===== src/rtl/id_ex_stage.sv =====
// rtl/id_ex_stage.sv - decode/execute pipeline register with load-use bubbles
// and writeback refresh of operands held by a downstream stall.

`ifndef DATA_W
`define DATA_W 32
`endif
`ifndef REG_W
`define REG_W 5
`endif

module id_ex_stage #(
  parameter int DATA_W       = `DATA_W,
  parameter int REG_W        = `REG_W,
  parameter int CTRL_W       = 16,
  parameter int LOAD_BUBBLES = 1
) (
  input  logic              clk,
  input  logic              rst_n,
  input  logic              id_valid,
  input  logic [REG_W-1:0]  id_a1,
  input  logic [REG_W-1:0]  id_a2,
  input  logic [REG_W-1:0]  id_a3,
  input  logic [DATA_W-1:0] id_rd1,
  input  logic [DATA_W-1:0] id_rd2,
  input  logic [DATA_W-1:0] id_imm,
  input  logic [CTRL_W-1:0] id_ctrl,
  input  logic              id_is_load,
  input  logic              wb_we,
  input  logic [REG_W-1:0]  wb_a3,
  input  logic [DATA_W-1:0] wb_wd,
  input  logic              mem_stall,
  input  logic              ex_flush,
  output logic              ex_valid,
  output logic [REG_W-1:0]  ex_a1,
  output logic [REG_W-1:0]  ex_a2,
  output logic [REG_W-1:0]  ex_a3,
  output logic [DATA_W-1:0] ex_op1,
  output logic [DATA_W-1:0] ex_op2,
  output logic [DATA_W-1:0] ex_imm,
  output logic [CTRL_W-1:0] ex_ctrl,
  output logic              ex_is_load,
  output logic              id_stall
);

  typedef enum logic {RUN, BUBBLE} state_t;
  typedef enum logic [2:0] {ACT_FLUSH, ACT_HOLD, ACT_DRAIN, ACT_BUBBLE, ACT_CAPTURE} act_t;

  logic [1:0] cnt;
  state_t     state;
  act_t       act;
  logic       hazard;
  logic       refresh1;
  logic       refresh2;

  assign state  = (cnt != 2'd0) ? BUBBLE : RUN;
  assign hazard = ex_valid & ex_is_load & (ex_a3 != '0) & id_valid &
                  ((id_a1 == ex_a3) | (id_a2 == ex_a3));
  assign id_stall = mem_stall | hazard | (state == BUBBLE);

  // r0 is never refreshed, so a held operand read from r0 stays at its captured value.
  assign refresh1 = wb_we & (wb_a3 != '0) & (wb_a3 == ex_a1);
  assign refresh2 = wb_we & (wb_a3 != '0) & (wb_a3 == ex_a2);

  always_comb begin
    act = ACT_CAPTURE;
    if (ex_flush)
      act = ACT_FLUSH;
    else if (mem_stall)
      act = ACT_HOLD;
    else if (state == BUBBLE)
      act = ACT_DRAIN;
    else if (hazard)
      act = ACT_BUBBLE;
  end

  always_ff @(posedge clk or negedge rst_n) begin
    if (!rst_n) begin
      ex_valid   <= 1'b0;
      ex_a1      <= '0;
      ex_a2      <= '0;
      ex_a3      <= '0;
      ex_op1     <= '0;
      ex_op2     <= '0;
      ex_imm     <= '0;
      ex_ctrl    <= '0;
      ex_is_load <= 1'b0;
      cnt        <= 2'd0;
    end else begin
      case (act)
        ACT_FLUSH: begin
          ex_valid <= 1'b0;
          cnt      <= 2'd0;
        end
        ACT_HOLD: begin
          if (refresh1) ex_op1 <= wb_wd;
          if (refresh2) ex_op2 <= wb_wd;
        end
        ACT_DRAIN: begin
          ex_valid <= 1'b0;
          cnt      <= cnt - 2'd1;
        end
        ACT_BUBBLE: begin
          ex_valid <= 1'b0;
          cnt      <= 2'(LOAD_BUBBLES - 1);
        end
        default: begin
          ex_valid   <= id_valid;
          ex_a1      <= id_a1;
          ex_a2      <= id_a2;
          ex_a3      <= id_a3;
          ex_op1     <= id_rd1;
          ex_op2     <= id_rd2;
          ex_imm     <= id_imm;
          ex_ctrl    <= id_ctrl;
          ex_is_load <= id_is_load;
        end
      endcase
    end
  end

endmodule


===== config.mk =====
export PLATFORM = sky130hd
export DESIGN_NAME = id_ex_stage
export DESIGN_NICKNAME = d
export VERILOG_FILES = /design/src/rtl/id_ex_stage.sv
export SDC_FILE = /design/constraint.sdc
export NUM_CORES = 1
export LEC_CHECK = 0
export CELL_PAD_IN_SITES_DETAIL_PLACEMENT = 1
export CELL_PAD_IN_SITES_GLOBAL_PLACEMENT = 2
export CORE_AREA = 2 2 164 166
export CTS_CLUSTER_DIAMETER = 60
export DETAILED_ROUTE_END_ITERATION = 10
export DIE_AREA = 0 0 166 168
export PLACE_DENSITY_LB_ADDON = 0.05
export SYNTH_ARGS = -nofsm -noshare
export SYNTH_HDL_FRONTEND = slang
export SYNTH_SLANG_ARGS = --single-unit
export TNS_END_PERCENT = 50

===== constraint.sdc =====
create_clock -name clk -period 2.81 [get_ports clk]
set_input_delay 0.562 -clock clk [delete_from_list [all_inputs] [get_ports clk]]
set_output_delay 0.562 -clock clk [all_outputs]
set_load 0.02 [all_outputs]

# After elaboration in Yosys (flattened, before gate mapping)
# Index checks and enable logic that the tools add are counted.
dict set report totals {
  in_bits 171
  register_bits 131
  elab_cells 52
  out_inout_bits 130
}
dict set report classes {
  n_addsub 1
  reduce_logical 10
  bitwise_logic 11
  n_mux 11
  eq_ne 9
}
# op n
set ops {}
lappend ops {{32-bit case mux with 2 select lines} 2}
lappend ops {{32-bit 2-to-1 mux} 2}
lappend ops {{5-bit == test} 4}
lappend ops {{3-bit 2-to-1 mux} 4}
lappend ops {{5-bit nonzero test} 2}
lappend ops {{1-bit bitwise AND} 7}
lappend ops {{3-bit by 2-bit == test with 1-bit output, second input constant} 2}
lappend ops {{2-bit inequality test, second input constant} 2}
lappend ops {{2-bit case mux with 2 select lines} 1}
lappend ops {{2-bit AND reduction} 2}
lappend ops {{2-bit nonzero test} 2}
lappend ops {{4-bit OR reduction} 1}
lappend ops {{3-bit by 1-bit == test with 1-bit output, second input constant} 1}
lappend ops {{3-bit logical NOT} 1}
lappend ops {{1-bit OR} 3}
lappend ops {{3-bit OR reduction} 1}
lappend ops {{1-bit case mux with 2 select lines} 1}
lappend ops {{2-bit OR reduction} 1}
lappend ops {{2-bit by 1-bit subtractor with 2-bit output, second input constant} 1}
lappend ops {{1-bit 2-to-1 mux} 1}
lappend ops {{1-bit inverter} 1}

# Logic depth before layout (Yosys ltp)
# Gate-level depths: netlist (run 1).
dict set report logic_depth {
  word_depth 12
  depth_mapped 7
  mapped_depth_nobuf 6
}

# Worst setup path after synthesis (run 1)
# No wires, ideal clock.
dict set report synth_timing {
  path_kind {flip-flop to output port}
  from {register ex_a3[1]}
  to {output id_stall}
  t_arrival_ns 1.664
  required_ns 2.248
  path_slack_ns 0.584
  n_path_buf 0
  path_stages_with_launch 5
  cell_sequence {dfrtp_1 -> or4_4 -> o21ai_4 -> o21ai_0 -> or2_2}
}
dict set report synth_between {
  elab_chain_len 6
  word_cells_on_any_way 9
  cone_classes {eq/ne (2); bitwise (6); reduce/logical (1)}
}
# element line_no
set synth_rtl {}
lappend synth_rtl {{start, declared} 36} ;# output logic [REG_W-1:0] ex_a3,
lappend synth_rtl {{start signal, assigned} 110} ;# ex_a3 <= id_a3;
lappend synth_rtl {{5-bit nonzero test} 56} ;# assign hazard = ex_valid & ex_is_load & (ex_a3 != '0) & id_valid &
lappend synth_rtl {{1-bit bitwise AND (2 in series)} 56}
lappend synth_rtl {{1-bit bitwise AND *} 56}
lappend synth_rtl {{1-bit OR * (2 in series)} 58} ;# assign id_stall = mem_stall | hazard | (state == BUBBLE);
lappend synth_rtl {{end, declared} 42} ;# output logic id_stall
# Every way passes the cells marked *; elsewhere a longest branch is shown, timed or not.

# Worst setup path in the final report (run 1)
dict set report layout_timing {
  from {register ex_a3[4]}
  to {output id_stall}
}
# Same word-level chain as after synthesis.

==> impl_summary.log, run 1 <==
INFO  metric post-layout-total-power = approximately 0.012 W
INFO  metric ys_types = 38
INFO  metric worstPathRequired = about 2.3 ns
INFO  metric worst_pin_slew = roughly 0.6 ns
INFO  metric num_io_pins = between 300 and 400
INFO  metric synth_async_reset_ratio = 100.0%
INFO  metric yosys_register_bits = 131
INFO  metric worst_path_largest_cell_delay = between 0.5 and 0.6 ns
INFO  metric grt_start_max_net_pins = between 60 and 70
INFO  metric die_h = ~170 um
INFO  metric numPlacedInstances = between 1,000 and 1,500
INFO  metric synthCells = 500
INFO  metric yosys_warnings = 0
INFO  metric grt.met2_usage = around a quarter
INFO  metric grt_antenna_before_repair = 1
INFO  metric grt_pass1_vias = around 5,700
INFO  metric postRouteAntennaNets = 0
INFO  metric critPathArrivalTime = 2.11 ns
INFO  metric syn_area = ~6400 sq um
INFO  metric insertion_delay = just over 0.4 ns
INFO  metric syn_area_per_cell = 12.80 sq um
INFO  metric 1st_iter_drt_viols = between 100 and 150
INFO  metric setup_viol = 0
INFO  metric cts_made_buffers = 17
INFO  metric synth-edff-count = 0
INFO  metric crit_fanout = 5
INFO  metric first_pass_grt_wire_length = 33,820 um
INFO  metric synth.net_count = between 600 and 700
INFO  metric worst_path_max_delay_cell = or4_4
INFO  metric wl_final = 21,480 um
INFO  metric worst_ir_drop_vdd = around 0.47 mV
INFO  metric criticalPathCategory = reg2out
INFO  metric static-leakage-power = 4.839 nW
INFO  metric cts.sink_count = between 100 and 150
INFO  metric htree_num_levels = 4
INFO  metric min_path_type = in2async
INFO  metric setup_repair_after_global_routing_missed_its_margin = false
INFO  metric layout.cells.most_common_list = clkdlybuf4s50_1, nand2_1, dfrtp_1
INFO  metric globalRouteOverflowTotal = 0
INFO  metric gpl.final_weighted_congestion = 0.8078
INFO  metric cts.reportedPaths.clkPinSlew = approximately 0.060 ns
INFO  metric firstDrtPassIters = 4
INFO  metric global_route.usage.met1 = 19.68%
INFO  metric finalClockSkew = 0.01110 ns
INFO  metric initial_core_util = around 24%
INFO  metric placedInstanceArea = approximately 10000 sq um
INFO  metric drcViolationCount = 0
INFO  metric dp_hpwl = about 16,000 um
INFO  metric portBuffers = 300
INFO  metric routing_layer_with_the_top_usage_in_global_route = met2
INFO  metric dieArea = approximately 28,000 sq um
INFO  metric cts-root-buf = clkbuf_16
INFO  metric grt_usage = 15.73%
INFO  metric drv_slew = 0
INFO  metric floorplan.core_area = between 20,000 and 30,000 sq um
INFO  metric instances_no_fill = ~1,200
INFO  metric cell_chain_of_the_critical_path = or4_4 > o21ai_4 > o21ai_1 > or2_2 > buf_2
INFO  metric tritoncts = yes
INFO  metric hold_viol = 0
INFO  metric timing.max_slew.rel_slack = approximately 60%
INFO  metric grt.met3_usage = 4.960%
INFO  metric floorplan.die.width = around 170 um
INFO  metric post_drt_via_cell_ratio = ~4.2
INFO  metric detailroute.via_count = ~4,900
INFO  metric max-clock-path-buffers = 2
INFO  metric layout.cell_area.non_filler = about 11,000 sq um
INFO  metric cp-end-kind = output port
INFO  metric maxClockFrequency = approximately 0.37 GHz
INFO  metric drive_above_1_share = between 20 and 25%
INFO  metric post_cts_hold_buffer_count = 0
INFO  metric status = finished, final reports clean
INFO  metric worstSetupStartpointType = flop
INFO  metric synth_sequential_area_ratio = between 50% and 60%
INFO  metric layout.cells.most_common = clkdlybuf4s50_1
INFO  metric rows = 60
INFO  metric timing.final.crit_period = between 2 and 3 ns
INFO  metric routedWlPerCell = 18.20 um
INFO  metric cellPowerDensity = between 1000 and 1500 nW/um^2
INFO  metric syn2layout_area_growth = 65.21%
INFO  metric nets = around 1,000
INFO  metric fillCellCount = around 2,800
INFO  metric maxCapViolCount = 0
INFO  metric synth_ff_type = dfrtp_1
INFO  metric final_worst_path_cycle_share = a little over nine tenths
-- logic make-up (layout without fill, tap and decap cells) --
| kind of cell | Yosys count | in the layout | synth area share [%] |
|---|---|---|---|
| adder cells (fa/ha/maj) | 1 | 1 | 0.1954 |
| flip-flops | 131 | 131 | 51.21 |
| other | 0 | 1 | 0 |
| buffers and inverters | 27 | 365 | 3.616 |
| AO/OA/AOI/OAI | 14 | 14 | 2.131 |
| XOR/XNOR | 20 | 20 | 2.737 |
| AND/OR/NAND/NOR | 179 | 179 | 11.20 |
| multiplexers | 128 | 128 | 28.91 |
-- layout make-up --
cell class | count | area (sq um) | area share, %
Sequential cell | 131 | 3281 | 31.02
Timing Repair Buffer | 330 | 3337 | 31.55
Clock inverter | 14 | 178.9 | 1.692
Antenna cell | 1 | 2.502 | 0.02366
Inverter | 3 | 11.26 | 0.1065
Clock buffer | 18 | 429.2 | 4.058
Tap cell | 341 | 426.7 | 4.035
Multi-Input combinational cell | 342 | 2909 | 27.51
-- cells in the mapped netlist (all sizes together), types with 2 or more instances --
cell	instances	area, sq um
nand2	163	614.3
dfrtp	131	3278
mux2	128	1851
buf	15	186.4
xnor2	14	122.6
clkbuf	9	33.78
xor2	6	52.55
a21oi	3	15.01
inv	3	11.26
nor3	3	15.01
o211ai	3	50.05
o21ai	3	30.03
nand3	2	10.01
nand4	2	12.51
-- per-stage QoR --
| stage | hold slack (ns) | worst slack, ns | utilization (%) | TNS (ns) |
|---|---|---|---|---|
| after global routing | 0.1595 | 0.04549 | 40.13 | 0 |
| after floorplan | 0.2664 | 0.5843 | - | 0 |
| after global placement | 0.4771 | -0.3161 | 37.77 | -0.3161 |
| final | 0.1340 | 0.1346 | 40.13 | 0 |
| after CTS | 0.1510 | 0.09229 | 40.12 | 0 |
| after detailed placement | 0.4923 | -0.3651 | 37.77 | -0.3651 |
-- worst paths after layout --
path / start / endpoint / slack, ns / depth (start not counted)
max: ex_a3[4]$_DFFE_PN0N_ / id_stall / 0.13 / 5
min reg2reg: ex_op1[8]$_DFFE_PN0P_ / ex_op1[8]$_DFFE_PN0P_ / 0.51 / 1
max reg2reg: cnt[0]$_DFFE_PN0P_ / ex_op2[13]$_DFFE_PN0P_ / 0.54 / 6
min in group clk: ex_op1[8]$_DFFE_PN0P_ / ex_op1[8]$_DFFE_PN0P_ / 0.51 / 1
max in group asynchronous: rst_n / ex_a3[4]$_DFFE_PN0N_ / 1.97 / 2
min: rst_n / ex_op2[6]$_DFFE_PN0P_ / 0.13 / 1
-- sequential cells by signal, summed over array words and instances (netlist names) --
name,cells
ex_valid,1
cnt,2
ex_a3,5
ex_imm,32
ex_is_load,1
ex_op2,32
ex_a1,5
ex_ctrl,16
ex_a2,5
ex_op1,32
-- worst max-delay path: cells and delay by family, from the launching register on --
kind,cells,cell delay (ns)
flops,1,0.45
simple gates,2,0.84
buf+inv,1,0.17
compound gates,2,0.25
-- where the power goes --
group / internal, W / switching (W) / leakage [nW]
registers: 0.00285 / 0.000638 / 1.55
logic: 0.00356 / 0.00271 / 3.00
clock network: 0.00141 / 0.000897 / 0.288
total: 0.00782 / 0.00425 / 4.84
-- metal layers --
layer,routed length (um),vias up
met1,9389,2407
met4,344,0
li1,-,2316
met5,0,-
met2,10500,170
met3,1243,17
-- timing repair --
item | 4_1_cts | 5_1_grt
buffers inserted | 2 | 0
gates resized for setup | 7 | 0
setup endpoints to repair | 1 | 0
Power figures use the tool's default switching activity.
==> inputs of run 2 (changes only) <==
- GPL_TIMING_DRIVEN: default -> 0
- SETUP_SLACK_MARGIN: default -> 0.5
==> impl_summary.log, run 2 (synthesis results as in run 1) <==
INFO  metric worst_path_largest_cell_delay = 0.52 ns (-0.02 ns)
INFO  metric timing.final.crit_period = 2.557 ns (-0.1185 ns)
INFO  metric grt_antenna_before_repair = 2 (+1)
INFO  metric insertion_delay = 0.42 ns (about the same)
INFO  metric cts_made_buffers = 17 (unchanged)
INFO  metric net_switching = 0.004386 W (+3.3%)
INFO  metric layout.cells.most_common_list = clkdlybuf4s50_1, nand2_1, dfrtp_1
INFO  metric antenna_cells = 0 (-1)
INFO  metric first_pass_grt_wire_length = 34,520 um (+2.1%)
INFO  metric drv_slew = 0 (unchanged)
INFO  metric maxCapViolCount = 0 (unchanged)
INFO  metric cp-end-kind = output port
INFO  metric finalClockSkew = 0.01285 ns (+0.001746 ns)
INFO  metric setup_viol = 0 (unchanged)
INFO  metric rows = 60 (unchanged)
INFO  metric max-clock-path-buffers = 2 (unchanged)
INFO  metric worst_ir_drop_vdd = 0.4589 mV (-1.3%)
INFO  metric crit_fanout = 3 (-2)
INFO  metric status = finished, final reports clean
INFO  metric static-leakage-power = 4.966 nW (+2.6%)
INFO  metric setup_slack_after_placement = -0.3727 ns (-0.007600 ns)
INFO  metric dp_hpwl = 16,260 um (+2.0%)
INFO  metric grt_start_max_net_pins = 75 (+15%)
INFO  metric internal_power = 0.008099 W (+3.5%)
INFO  metric wl_final = 22,520 um (+4.8%)
INFO  metric hold_viol = 0 (unchanged)
INFO  metric timing.max_slew.rel_slack = 49.99% (-9.8 points)
INFO  metric critPathArrivalTime = 1.99 ns (-0.12 ns)
INFO  metric post-layout-total-power = 0.01249 W (+3.4%)
INFO  metric worst_pin_slew = 0.7502 ns (+0.1477 ns)
INFO  metric floorplan.core_area = 26,350 sq um (unchanged)
INFO  metric pwr-share-comb = 54.3% (+2.3 points)
INFO  metric syn2layout_area_growth = 69.70%
INFO  metric min_path_type = in2async
INFO  metric globalRouteOverflowTotal = 0 (unchanged)
INFO  metric power_frac_seq = 27.9% (-1.0 points)
INFO  metric maxClockFrequency = 0.3911 GHz (+4.6%)
INFO  metric htree_num_levels = 4 (unchanged)
INFO  metric p_sw_share = 35.13% (-0.054 points)
INFO  metric postRouteAntennaNets = 0 (unchanged)
INFO  metric initial_core_util = 24.29% (unchanged)
INFO  metric m1WireLength = 9758 um (+3.9%)
INFO  metric final.setup.worst_slack = 0.2531 ns (+0.1185 ns)
INFO  metric path_delay_family = buffers and inverters
INFO  metric 1st_iter_drt_viols = 152 (+19%)
INFO  metric postLayoutCoreUtil = 41.23% (+1.1 points)
INFO  metric drive_above_1_share = 25.44% (+1.2 points)
INFO  metric cp_num_buf_inv = 2 (+1)
INFO  metric setup_repair_after_global_routing_missed_its_margin = true
INFO  metric final_worst_path_cycle_share = 90.99% (-4.2 points)
INFO  metric cellPowerDensity = 1149 nW/um^2 (+0.71%)
INFO  metric tritoncts = yes
INFO  metric firstDrtPassIters = 4 (unchanged)
INFO  metric worstPathRequired = 2.25 ns (about the same)
INFO  metric worstSetupStartpointType = input pin
INFO  metric post_drt_via_cell_ratio = 4.223 (+1.5%)
INFO  metric met2WireLength = 11,160 um (+6.3%)
INFO  metric post_cts_hold_buffer_count = 0 (unchanged)
INFO  metric die_h = 168 um (unchanged)
INFO  metric fillCellCount = 2,794 (-1.3%)
INFO  metric dieArea = 27,890 sq um (unchanged)
INFO  metric largestRegisters = ex_imm: 32 flops, ex_op1: 32 flops, ex_op2: 32 flops
INFO  metric gpl.final_weighted_congestion = 0.7712 (-4.5%)
INFO  metric routed_wl_met3 = 1376 um (+11%)
INFO  metric layout.cells.most_common = clkdlybuf4s50_1
INFO  metric cts.reportedPaths.clkPinSlew = 0.06 ns (about the same)
INFO  metric worst_path_max_delay_cell = clkdlybuf4s50_1
INFO  metric nets = 1,021 (+2.4%)
INFO  metric criticalPathCategory = in2out
INFO  metric num_io_pins = 301 (unchanged)
INFO  metric power_frac_clock = 17.9% (-1.2 points)
INFO  metric cell_chain_of_the_critical_path = clkdlybuf4s50_1 > xnor2_1 > nand3_1 > o22a_2 > o21ai_2 > or2_4 > buf_6
INFO  metric crit_start = id_a1[0]
INFO  metric drcViolationCount = 0 (unchanged)
INFO  metric cts-root-buf = clkbuf_16
INFO  metric routedWlPerCell = 18.73 um (+2.9%)
INFO  metric portBuffers = 300 (unchanged)
INFO  metric worst_r2r_startpoint = ex_a3[4]$_DFFE_PN0N_
INFO  metric cts.sink_count = 131 (unchanged)
INFO  metric grt_usage = 16.11% (+0.38 points)
INFO  metric detailroute.via_count = 5,076 (+3.4%)
INFO  metric grt_pass1_vias = 5,766 (+0.79%)
INFO  metric floorplan.die.width = 166 um (unchanged)
INFO  metric top_signal_layer_used = met5
==> run 2: cell types whose count changed in the layout (fill, tap and decap cells not counted), moves of 2 or more <==
cell / delta
clkbuf_1: +8
clkdlybuf4s50_1: -4
dlygate4sd2_1: +4
clkbuf_16: +2
buf_4: -5
buf_6: +12
buf_16: +5
inv_6: -2
o21ai_2: +2
==> run 2: what timing repair did <==
action	in CTS	in global routing
setup endpoints to repair	65	111
setup buffers	15	8
resized for setup	27	5
endpoints found under the hold margin	0	0
cloned	4	2
pin swaps	4	6
==> run 2: power by group through the flow <==
stage / clock, W / sequential (W) / combinational, W
after floorplan: 0 / 0.00460 / 0.00230
after global placement: 0 / 0.00348 / 0.00619
after detailed placement: 0 / 0.00352 / 0.00624
after CTS: 0.00232 / 0.00349 / 0.00672
after global routing: 0.00240 / 0.00363 / 0.00711
final: 0.00223 / 0.00348 / 0.00677
==> run 2: path summary, 6_finish.rpt <==
check	to	depth (start not counted)	slack, ns
setup / recovery	id_stall	7	0.25
hold / removal	ex_op2[6]$_DFFE_PN0P_	1	0.13
min in group clk	ex_ctrl[15]$_DFFE_PN0N_	1	0.50
setup reg to reg	ex_op2[27]$_DFFE_PN0P_	11	0.33
hold reg to reg	ex_ctrl[15]$_DFFE_PN0N_	1	0.50
max in group asynchronous	ex_a3[2]$_DFFE_PN0N_	2	1.85
==> run 2: metal layers <==
layer	GRT usage (%)	vias up
met1	19.99	2522
li1	-	2374
met2	27.40	162
met5	0	-
met4	3.705	4
met3	5.125	14
==> run 2: cell type report <==
class	count	area (sq um)	share of cell area, %
Inverter	3	11.26	0.1037
Tap cell	341	426.7	3.928
Sequential cell	131	3282	30.21
Clock buffer	17	425.4	3.916
Multi-Input combinational cell	342	2907	26.76
Clock inverter	14	156.4	1.440
Buffer	24	237.7	2.188
Timing Repair Buffer	330	3417	31.46
==> run 2: worst register-to-register path, cell delays in order, from the launching register on <==
cell,delay [ns]
dfrtp_2,0.42
or4_4,0.54
o21ai_4,0.16
buf_4,0.13
buf_4,0.10
buf_6,0.11
nand2_4,0.06
o211ai_4,0.10
buf_12,0.18
buf_12,0.12
buf_4,0.11
mux2_2,0.33
==> run 2: stage by stage <==
stage	cells	TNS (ns)	area (sq um)	hold WS (ns)
global placement	1141	-609.17	9831	0.4778
CTS	1192	0	10740	0.1356
global route	1202	0	10860	0.1558
floorplan	500	0	6401	0.2664
finish	1202	0	10860	0.1278
detailed placement	1142	-8.941	9859	0.4916
==> inputs of run 3 (changes only) <==
- CORE_AREA: 2 2 164 166 -> 2 2 157 159
- DIE_AREA: 0 0 166 168 -> 0 0 159 161
- clock period: 2.81 -> 3.3 ns (I/O delays scaled with it)
==> impl_summary.log, run 3 (synthesis results as in run 1) <==
INFO  metric status = finished, final reports clean
INFO  metric insertion_delay = 0.42 ns (about the same)
INFO  metric grt_antenna_before_repair = 2 (unchanged)
INFO  metric layout.cells.most_common_list = clkdlybuf4s50_1, nand2_1, dfrtp_1
INFO  metric cp-end-kind = output port
INFO  metric drive_above_1_share = 23.24% (-2.2 points)
INFO  metric timing.final.crit_period = 2.706 ns
INFO  metric floorplan.core_area = 23,960 sq um (-9.1%)
INFO  metric post_cts_hold_buffer_count = 0 (unchanged)
INFO  metric num_io_pins = 301 (unchanged)
INFO  metric grt_usage = 16.54% (+0.43 points)
INFO  metric layout.area.seq = 3282 sq um (unchanged)
INFO  metric cts_made_buffers = 17 (unchanged)
INFO  metric placedInstanceArea = 9838 sq um (-0.22%)
INFO  metric worst_pin_slew = 0.6280 ns (-0.1222 ns)
INFO  metric globalRouteOverflowTotal = 0 (unchanged)
INFO  metric layout.cell_area.non_filler = 10,500 sq um (-3.3%)
INFO  metric rr_endpoint = ex_op1[15]$_DFFE_PN0P_
INFO  metric crit_start = ex_a3[4]$_DFFE_PN0N_
INFO  metric ff2ff_path_depth = 6 (-5)
INFO  metric critPathArrivalTime = 2.05 ns (+0.06 ns)
INFO  metric hold_viol = 0 (unchanged)
INFO  metric die_h = 161 um (-4.2%)
INFO  metric final.setup.worst_slack = 0.5937 ns (+0.3406 ns)
INFO  metric initial_core_util = 26.71% (+2.4 points)
INFO  metric area_of_the_multi_input_gates = 2895 sq um (-0.39%)
INFO  metric largestRegisters = ex_imm: 32 flops, ex_op1: 32 flops, ex_op2: 32 flops
INFO  metric max-clock-path-buffers = 2 (unchanged)
INFO  metric drv_slew = 0 (unchanged)
INFO  metric dieArea = 25,600 sq um (-8.2%)
INFO  metric setup_repair_after_global_routing_missed_its_margin = false
INFO  metric grt_start_max_net_pins = 82 (+9.3%)
INFO  metric worst_r2r_startpoint = cnt[0]$_DFFE_PN0P_
INFO  metric htree_num_levels = 4 (unchanged)
INFO  metric hold_slack = 0.1830 ns (+0.05524 ns)
INFO  metric setup_viol = 0 (unchanged)
INFO  metric postLayoutCoreUtil = 43.82% (+2.6 points)
INFO  metric syn2layout_area_growth = 64.03%
INFO  metric criticalPathCategory = reg2out
INFO  metric cellPowerDensity = 973.8 nW/um^2 (-15%)
INFO  metric fillCellCount = 2,599 (-7.0%)
INFO  metric firstDrtPassIters = 4 (unchanged)
INFO  metric tritoncts = yes
INFO  metric nets = 998 (-2.3%)
INFO  metric cts.sink_count = 131 (unchanged)
INFO  metric timing.max_slew.rel_slack = 58.13% (+8.1 points)
INFO  metric portBuffers = 300 (unchanged)
INFO  metric worstSetupStartpointType = flop
INFO  metric layout.cells.most_common = clkdlybuf4s50_1
INFO  metric maxClockFrequency = roughly 0.37 GHz
INFO  metric cts.reportedPaths.clkPinSlew = 0.07 ns (about the same)
INFO  metric setup_slack_of_the_worst_register_to_register_path = 0.96 ns (+0.63 ns)
INFO  metric dp_hpwl = 15,850 um (-2.5%)
INFO  metric floorplan.die.width = 159 um (-4.2%)
INFO  metric setup_slack_after_placement = -0.08768 ns (+0.2850 ns)
INFO  metric cts-root-buf = clkbuf_16
INFO  metric gpl.final_weighted_congestion = 0.7606 (-1.4%)
INFO  metric maxCapViolCount = 0 (unchanged)
INFO  metric rows = 57 (-5.0%)
INFO  metric detailroute.via_count = 4,932 (-2.8%)
INFO  metric min_path_type = in2async
INFO  metric wl_final = 20,890 um (-7.2%)
INFO  metric first_pass_grt_wire_length = 32,710 um (-5.2%)
INFO  metric grt_pass1_vias = 5,596 (-2.9%)
INFO  metric worstPathRequired = 2.64 ns (+0.39 ns)
INFO  metric 1st_iter_drt_viols = 159 (+4.6%)
INFO  metric worst_ir_drop_vdd = 0.3924 mV (-14%)
INFO  metric routedWlPerCell = 17.93 um (-4.3%)
INFO  metric drcViolationCount = 0 (unchanged)
INFO  metric crit_fanout = 2 (-1)
INFO  metric postRouteAntennaNets = 0 (unchanged)
INFO  metric final_worst_path_cycle_share = between 80% and 90%
INFO  metric static-leakage-power = 4.802 nW (-3.3%)
INFO  metric setup-tns-final = 0 ns (unchanged)
INFO  metric post_drt_via_cell_ratio = 4.233 (+0.25%)
INFO  metric finalClockSkew = 0.01577 ns (+0.002915 ns)
==> run 3: worst max path at each step <==
stage	endpoint	slack, ns	cells past startpoint
after floorplan	id_stall	0.98	4
after global placement	ex_ctrl[6]$_DFFE_PN0N_	-4.12	1
after detailed placement	id_stall	-0.09	7
after CTS	id_stall	0.51	7
after global routing	id_stall	0.50	5
final	id_stall	0.59	5
==> run 3: worst max-delay path, cell delays in order, from the launching register on <==
cell and delay (ns):
dfrtp_2 0.40, or4_4 0.56, o21ai_4 0.16, o21ai_2 0.08
or2_2 0.29, buf_6 0.14
==> run 3: power by group <==
group | total, W | switching, W | internal [W]
combinational | 0.00531 | 0.00229 | 0.00302
clock | 0.00196 | 0.000800 | 0.00116
sequential | 0.00295 | 0.000523 | 0.00243
total | 0.0102 | 0.00361 | 0.00661
==> run 3: per-layer routing <==
metal	share of wire [%]	vias to the layer above	track usage (%)
met4	1.2	0	4.421
met3	5.4	16	5.008
met2	51	155	28.56
li1	-	2328	-
met5	0	-	0
met1	43	2433	20.16
==> run 3: through the flow <==
step	power, W	instances
after floorplan	0.005877	500
after global placement	0.008227	1124
after detailed placement	0.008292	1125
after CTS	0.01037	1162
after global routing	0.01076	1165
final	0.01022	1165
==> run 3: repair_timing <==
| item | CTS | global route |
|---|---|---|
| gates resized for setup | 10 | 3 |
| buffers inserted | 5 | 1 |
| hold endpoints to repair | 0 | 0 |
| setup endpoints to repair | 1 | 1 |
| pin swaps | 3 | 4 |
==> run 3: cell type report <==
type	count	share of cell area (%)
Clock buffer	18	4.183
Antenna cell	2	0.04766
Multi-Input combinational cell	342	27.57
Buffer	24	2.097
Sequential cell	131	31.26
Tap cell	324	3.861
Clock inverter	14	1.573
Timing Repair Buffer	307	29.30
Inverter	3	0.1072
==> RTL edit 1 (flow settings as in run 1) <==
Change the parameter `CTRL_W` from 16 to 20.
--- a/src/rtl/id_ex_stage.sv
+++ b/src/rtl/id_ex_stage.sv
@@ -12,5 +12,5 @@
   parameter int DATA_W       = `DATA_W,
   parameter int REG_W        = `REG_W,
-  parameter int CTRL_W       = 16,
+  parameter int CTRL_W       = 20,
   parameter int LOAD_BUBBLES = 1
 ) (
Interface: changed (resized ex_ctrl and id_ctrl); port bits go from 301 to 309. The function was not compared with the original's and may differ.
==> RTL edit 1 against run 1 <==
- area after synthesis down 5.6%
- highest routed layer unchanged
- count of clock-buffer cells in the layout unchanged
- sequential power up 1%
- clock power up 3%
- cell area down 2.6%
- clock skew up 0.0012 ns
- sequential share of layout area up 1.8 points
- setup slack better by 0.023 ns
- sequential cell count up 4
- first-iteration DRC count up 15%
- non-clock buffer count up 1
- total power down 3.4%
- routed wire length up 0.14%
==> RTL edit 1: results (changes against run 1) <==
[synthesis]
synth_common_cells=nand2_1, dfrtp_1, mux2_2  ; was nand2_1, dfrtp_1, mux2_4
synth_nets=684  ; was 672
netlist-cell-type-count=34  ; was 38
yosysSeqAreaShare_pct=55.9  ; was 51.2%
syn_avg_cell_area_um2=11.9  ; was 12.8 um^2
synth.area.top_cells=dfrtp_1, mux2_2, nand2_1, xnor2_1, buf_6  ; was dfrtp_1, mux2_4, nand2_1, mux2_2, xnor2_1
synth.top_cell.area_share_pct=55.9  ; was 51.2%

[worst_setup_path]
cp.arrival_ns=2.09  ; was 2.11 ns
worst_r2r_endpoint=ex_op2[2]  ; was ex_op2[13]
cp-startpoint=ex_a3[1]  ; was ex_a3[4]
rr_worst_depth=7  ; was 6
cp_slowest_cell=or4_1  ; was or4_4

[route]
m1WireLength_um=8920  ; was 9390 um
routed_wl_um=21500  ; about the same
via_per_inst=4.21  ; was 4.16
wl_met2_um=10300  ; was 10500 um

[global_route]
track_usage_pct=15.6  ; was 15.7%
met3_usage_pct=6.77  ; was 4.96%
grt_max_degree=61  ; was 65
met2_usage_pct=25.6  ; was 26.2%
antenna_found_initial=3  ; was 1
grt_pass1_wl_um=33800  ; about the same

[status]
status=finished clean  ; unchanged

[placed_design]
dpl.cell_count=1153  ; was 1145
place_ws_ns=-0.328  ; was -0.365 ns
place_hpwl_um=16200  ; was 15900 um
port_buffers=308  ; was 300

[pwr]
leakage_uw=0.00443  ; was 0.00484 uW

[sta]
fin_worst_skew_ns=0.0123  ; was 0.0111 ns
min_period_over_period_pct=94.4  ; was 95.2%

-- RTL edit 1: what timing repair did --
item | CTS | global route
endpoints found under the setup margin | 1 | 1
pin swaps | 0 | 1
gates resized for setup | 5 | 3
setup buffers | 0 | 3
-- RTL edit 1: metrics by stage --
stage / utilization [%] / hold WS [ns] / instance area [um^2] / TNS (ns)
after global placement: 36.6 / 0.477 / 9640 / -0.324
after detailed placement: 36.6 / 0.481 / 9640 / -0.328
final: 39.1 / 0.0360 / 10300 / 0
after CTS: 39.0 / 0.0402 / 10300 / 0
after floorplan: - / 0.266 / 6040 / 0
after global routing: 39.1 / 0.0414 / 10300 / 0
-- RTL edit 1: cell type report --
type / instances / area [um^2] / share of cell area (%)
sequential: 135 / 3380 / 32.8
timing repair buffer: 331 / 3310 / 32.2
multi-input combinational: 346 / 2530 / 24.6
clock buffer: 18 / 439 / 4.26
tap: 341 / 427 / 4.14
clock inverter: 14 / 188 / 1.82
inverter: 3 / 11.3 / 0.109
antenna: 1 / 2.50 / 0.0243
-- RTL edit 1: report_power, final --
part	switching, uW	leakage [uW]	internal, uW
logic	2660	0.00253	3070
registers	609	0.00159	2940
clock network	942	0.000309	1450
-- RTL edit 1: cells by family (layout without fill, tap and decap cells) --
group,Yosys count,count (layout),synth area share (%)
mux,132,132,24.6
flops,135,135,55.9
simple gates,179,179,11.8
compound gates,14,14,1.84
buf+inv,27,366,2.77
xor+xnor,20,20,2.90
fa+ha+maj,1,1,0.207
other cells,0,1,0
-- RTL edit 1: critical path: cells and delay by family, from the launching register on --
| family | cells | cell delay [ns] |
|---|---|---|
| compound gates | 2 | 0.26 |
| flops | 1 | 0.43 |
| simple gates | 2 | 0.82 |
| buf+inv | 1 | 0.16 |
==> RTL edit 2 (settings of run 1) <==
Made on the original files. Reset style: synchronous (`rst_n`), changed in one clocked block.
--- a/src/rtl/id_ex_stage.sv
+++ b/src/rtl/id_ex_stage.sv
@@ -74,5 +74,5 @@
   end
 
-  always_ff @(posedge clk or negedge rst_n) begin
+  always_ff @(posedge clk) begin
     if (!rst_n) begin
       ex_valid   <= 1'b0;
Check against the original RTL: differs if rst_n is asserted again (counterexample within 4 cycles, from zero or initial values and one cycle with rst_n low); with rst_n held inactive, the same outputs for 4 cycles.
==> RTL edit 2 against run 1 <==
- area after synthesis shrank 2.3%
- via count up 24%
- utilization shrank 1.2 points
- routed wire length rose by 3.7%
- setup slack improved by 0.031 ns
- cell area down 3.0%
- sequential cell count stayed put
- die area stayed put
Power is not compared: it rests on default switching activity, and its combinational part moved more than twofold at a synthesized area within 25%.
==> RTL edit 2: results (changes against run 1) <==
[status]
status=finished clean  ; unchanged

[global_route]
grt_pass1_vias=6216  ; was 5721
grt_pass1_wl_um=34300  ; was 33800 um
antenna_found_initial=1  ; unchanged
grt_max_degree=83  ; was 65
track_usage_pct=15.7  ; about the same

[route]
routed_wl_um=22300  ; was 21500 um
dr.max_layer_used=met4  ; unchanged
m1WireLength_um=9970  ; was 9390 um
dr_wl_met3_um=1810  ; was 1240 um
dr_total_vias=6092  ; was 4910
wl_met2_um=10300  ; was 10500 um
via_per_inst=4.23  ; was 4.16
dr.first_iter.drc_count=216  ; was 128

[min_path]
hold_depth=2
min_to=ex_op1[12]
hp-start=ex_op1[12]
hold_class=register to register  ; was input port to async pin

[synthesis]
netlist-cell-type-count=34  ; was 38
async_reset_ff_share_pct=0  ; was 100%
post-synth-top-count-cell=nand2_1  ; unchanged
yosysSeqAreaShare_pct=41.9  ; was 51.2%
synth_common_cells=nand2_1, dfxtp_1, mux2i_1  ; was nand2_1, dfrtp_1, mux2_4
synth_flop_cell=dfxtp_1  ; was dfrtp_1
synth_cells=791  ; was 500
synth_nets=963  ; was 672
synth.area.top_cells=dfxtp_1, nand2_1, mux2i_1, xor2_1, clkbuf_1  ; was dfrtp_1, mux2_4, nand2_1, mux2_2, xnor2_1

[worst_setup_path]
rr_worst_depth=7  ; was 6
r2r_start=ex_a3[3]  ; was cnt[0]
critPathTopFamily=buffers and inverters  ; was simple AND/OR/NAND/NOR gates
critPathMaxFanout=2  ; was 5
worst_r2r_endpoint=ex_op2[3]  ; was ex_op2[13]
max_stage_delay_ns=0.45  ; was 0.54 ns
cp_slowest_cell=clkdlybuf4s50_1  ; was or4_4
cp.arrival_ns=2.08  ; was 2.11 ns
cp-startpoint=id_a2[4]  ; was ex_a3[4]
reg2reg_setup_slack_ns=0.83  ; was 0.54 ns

[placed_design]
dpl.cell_count=1405  ; was 1145
placed_area_mm2=0.00971  ; was 0.00995 mm^2
gp_congestion=0.748  ; was 0.808
place_hpwl_um=16500  ; was 15900 um
place_ws_ns=-0.134  ; was -0.365 ns

[cts]
postCtsSetupRepairBufs=0  ; was 2
cts.clk_slew.worst_paths_ns=0.06  ; about the same

[sta]
holdWs_ns=0.456  ; was 0.134 ns
finalHoldViolCount=0  ; unchanged
relSlewSlack_pct=62.0  ; was 59.8%
fin_worst_skew_ns=0.0140  ; was 0.0111 ns

[layout]
drive_above_1_share_pct=6.11  ; was 24.2%
fin_nets=1255  ; was 997
largestRegisters=ex_imm: 32 flops, ex_op1: 32 flops, ex_op2: 32 flops  ; unchanged

[pwr]
vdd_ir_drop_max_v=0.000293
leakage_uw=0.00455

==> RTL edit 2: layer usage <==
metal,up-vias,track usage (%)
li1,3103,-
met5,-,0
met2,167,25.7
met3,14,6.18
met1,2808,19.3
met4,0,4.42
==> RTL edit 2: worst max path at each step <==
stage                endpoint  slack (ns)  depth (start not counted)
floorplan           ex_op2[0]        0.65                          6
global placement     id_stall       -0.10                          6
detailed placement   id_stall       -0.13                          6
CTS                  id_stall        0.15                          6
global route         id_stall        0.08                          6
finish               id_stall        0.17                          6
==> RTL edit 2: cell type report <==
| cell class | instances | area, um^2 |
|---|---|---|
| Fill cell | 3141 | 16100 |
| Timing Repair Buffer | 326 | 3350 |
| Multi-Input combinational cell | 602 | 3290 |
| Sequential cell | 131 | 2620 |
| Clock buffer | 19 | 443 |
| Tap cell | 341 | 427 |
| Clock inverter | 13 | 103 |
| Inverter | 5 | 18.8 |
| Antenna cell | 3 | 7.51 |
==> RTL edit 2: cell families (layout without fill, tap and decap cells) <==
kind of cell / count (synthesis) / in the layout / share of synthesized area, %
XOR/XNOR: 20 / 20 / 2.80
multiplexers: 128 / 128 / 20.5
flip-flops: 131 / 131 / 41.9
adder cells (fa/ha/maj): 1 / 1 / 0.200
buffers and inverters: 58 / 363 / 5.80
other: 0 / 3 / 0
AND/OR/NAND/NOR: 439 / 439 / 27.0
AO/OA/AOI/OAI: 14 / 14 / 1.78
==> RTL edit 2: repair_timing <==
item,CTS,global route
setup endpoints to repair,1,0
hold buffers,0,0
resized for setup,1,0
==> RTL edit 2: power by group <==
group	leakage, uW	switching, uW	total [uW]	internal, uW
Clock	0.000249	924	2090	1160
Combinational	0.00323	644	1360	711
Sequential	0.00108	86.6	2090	2010
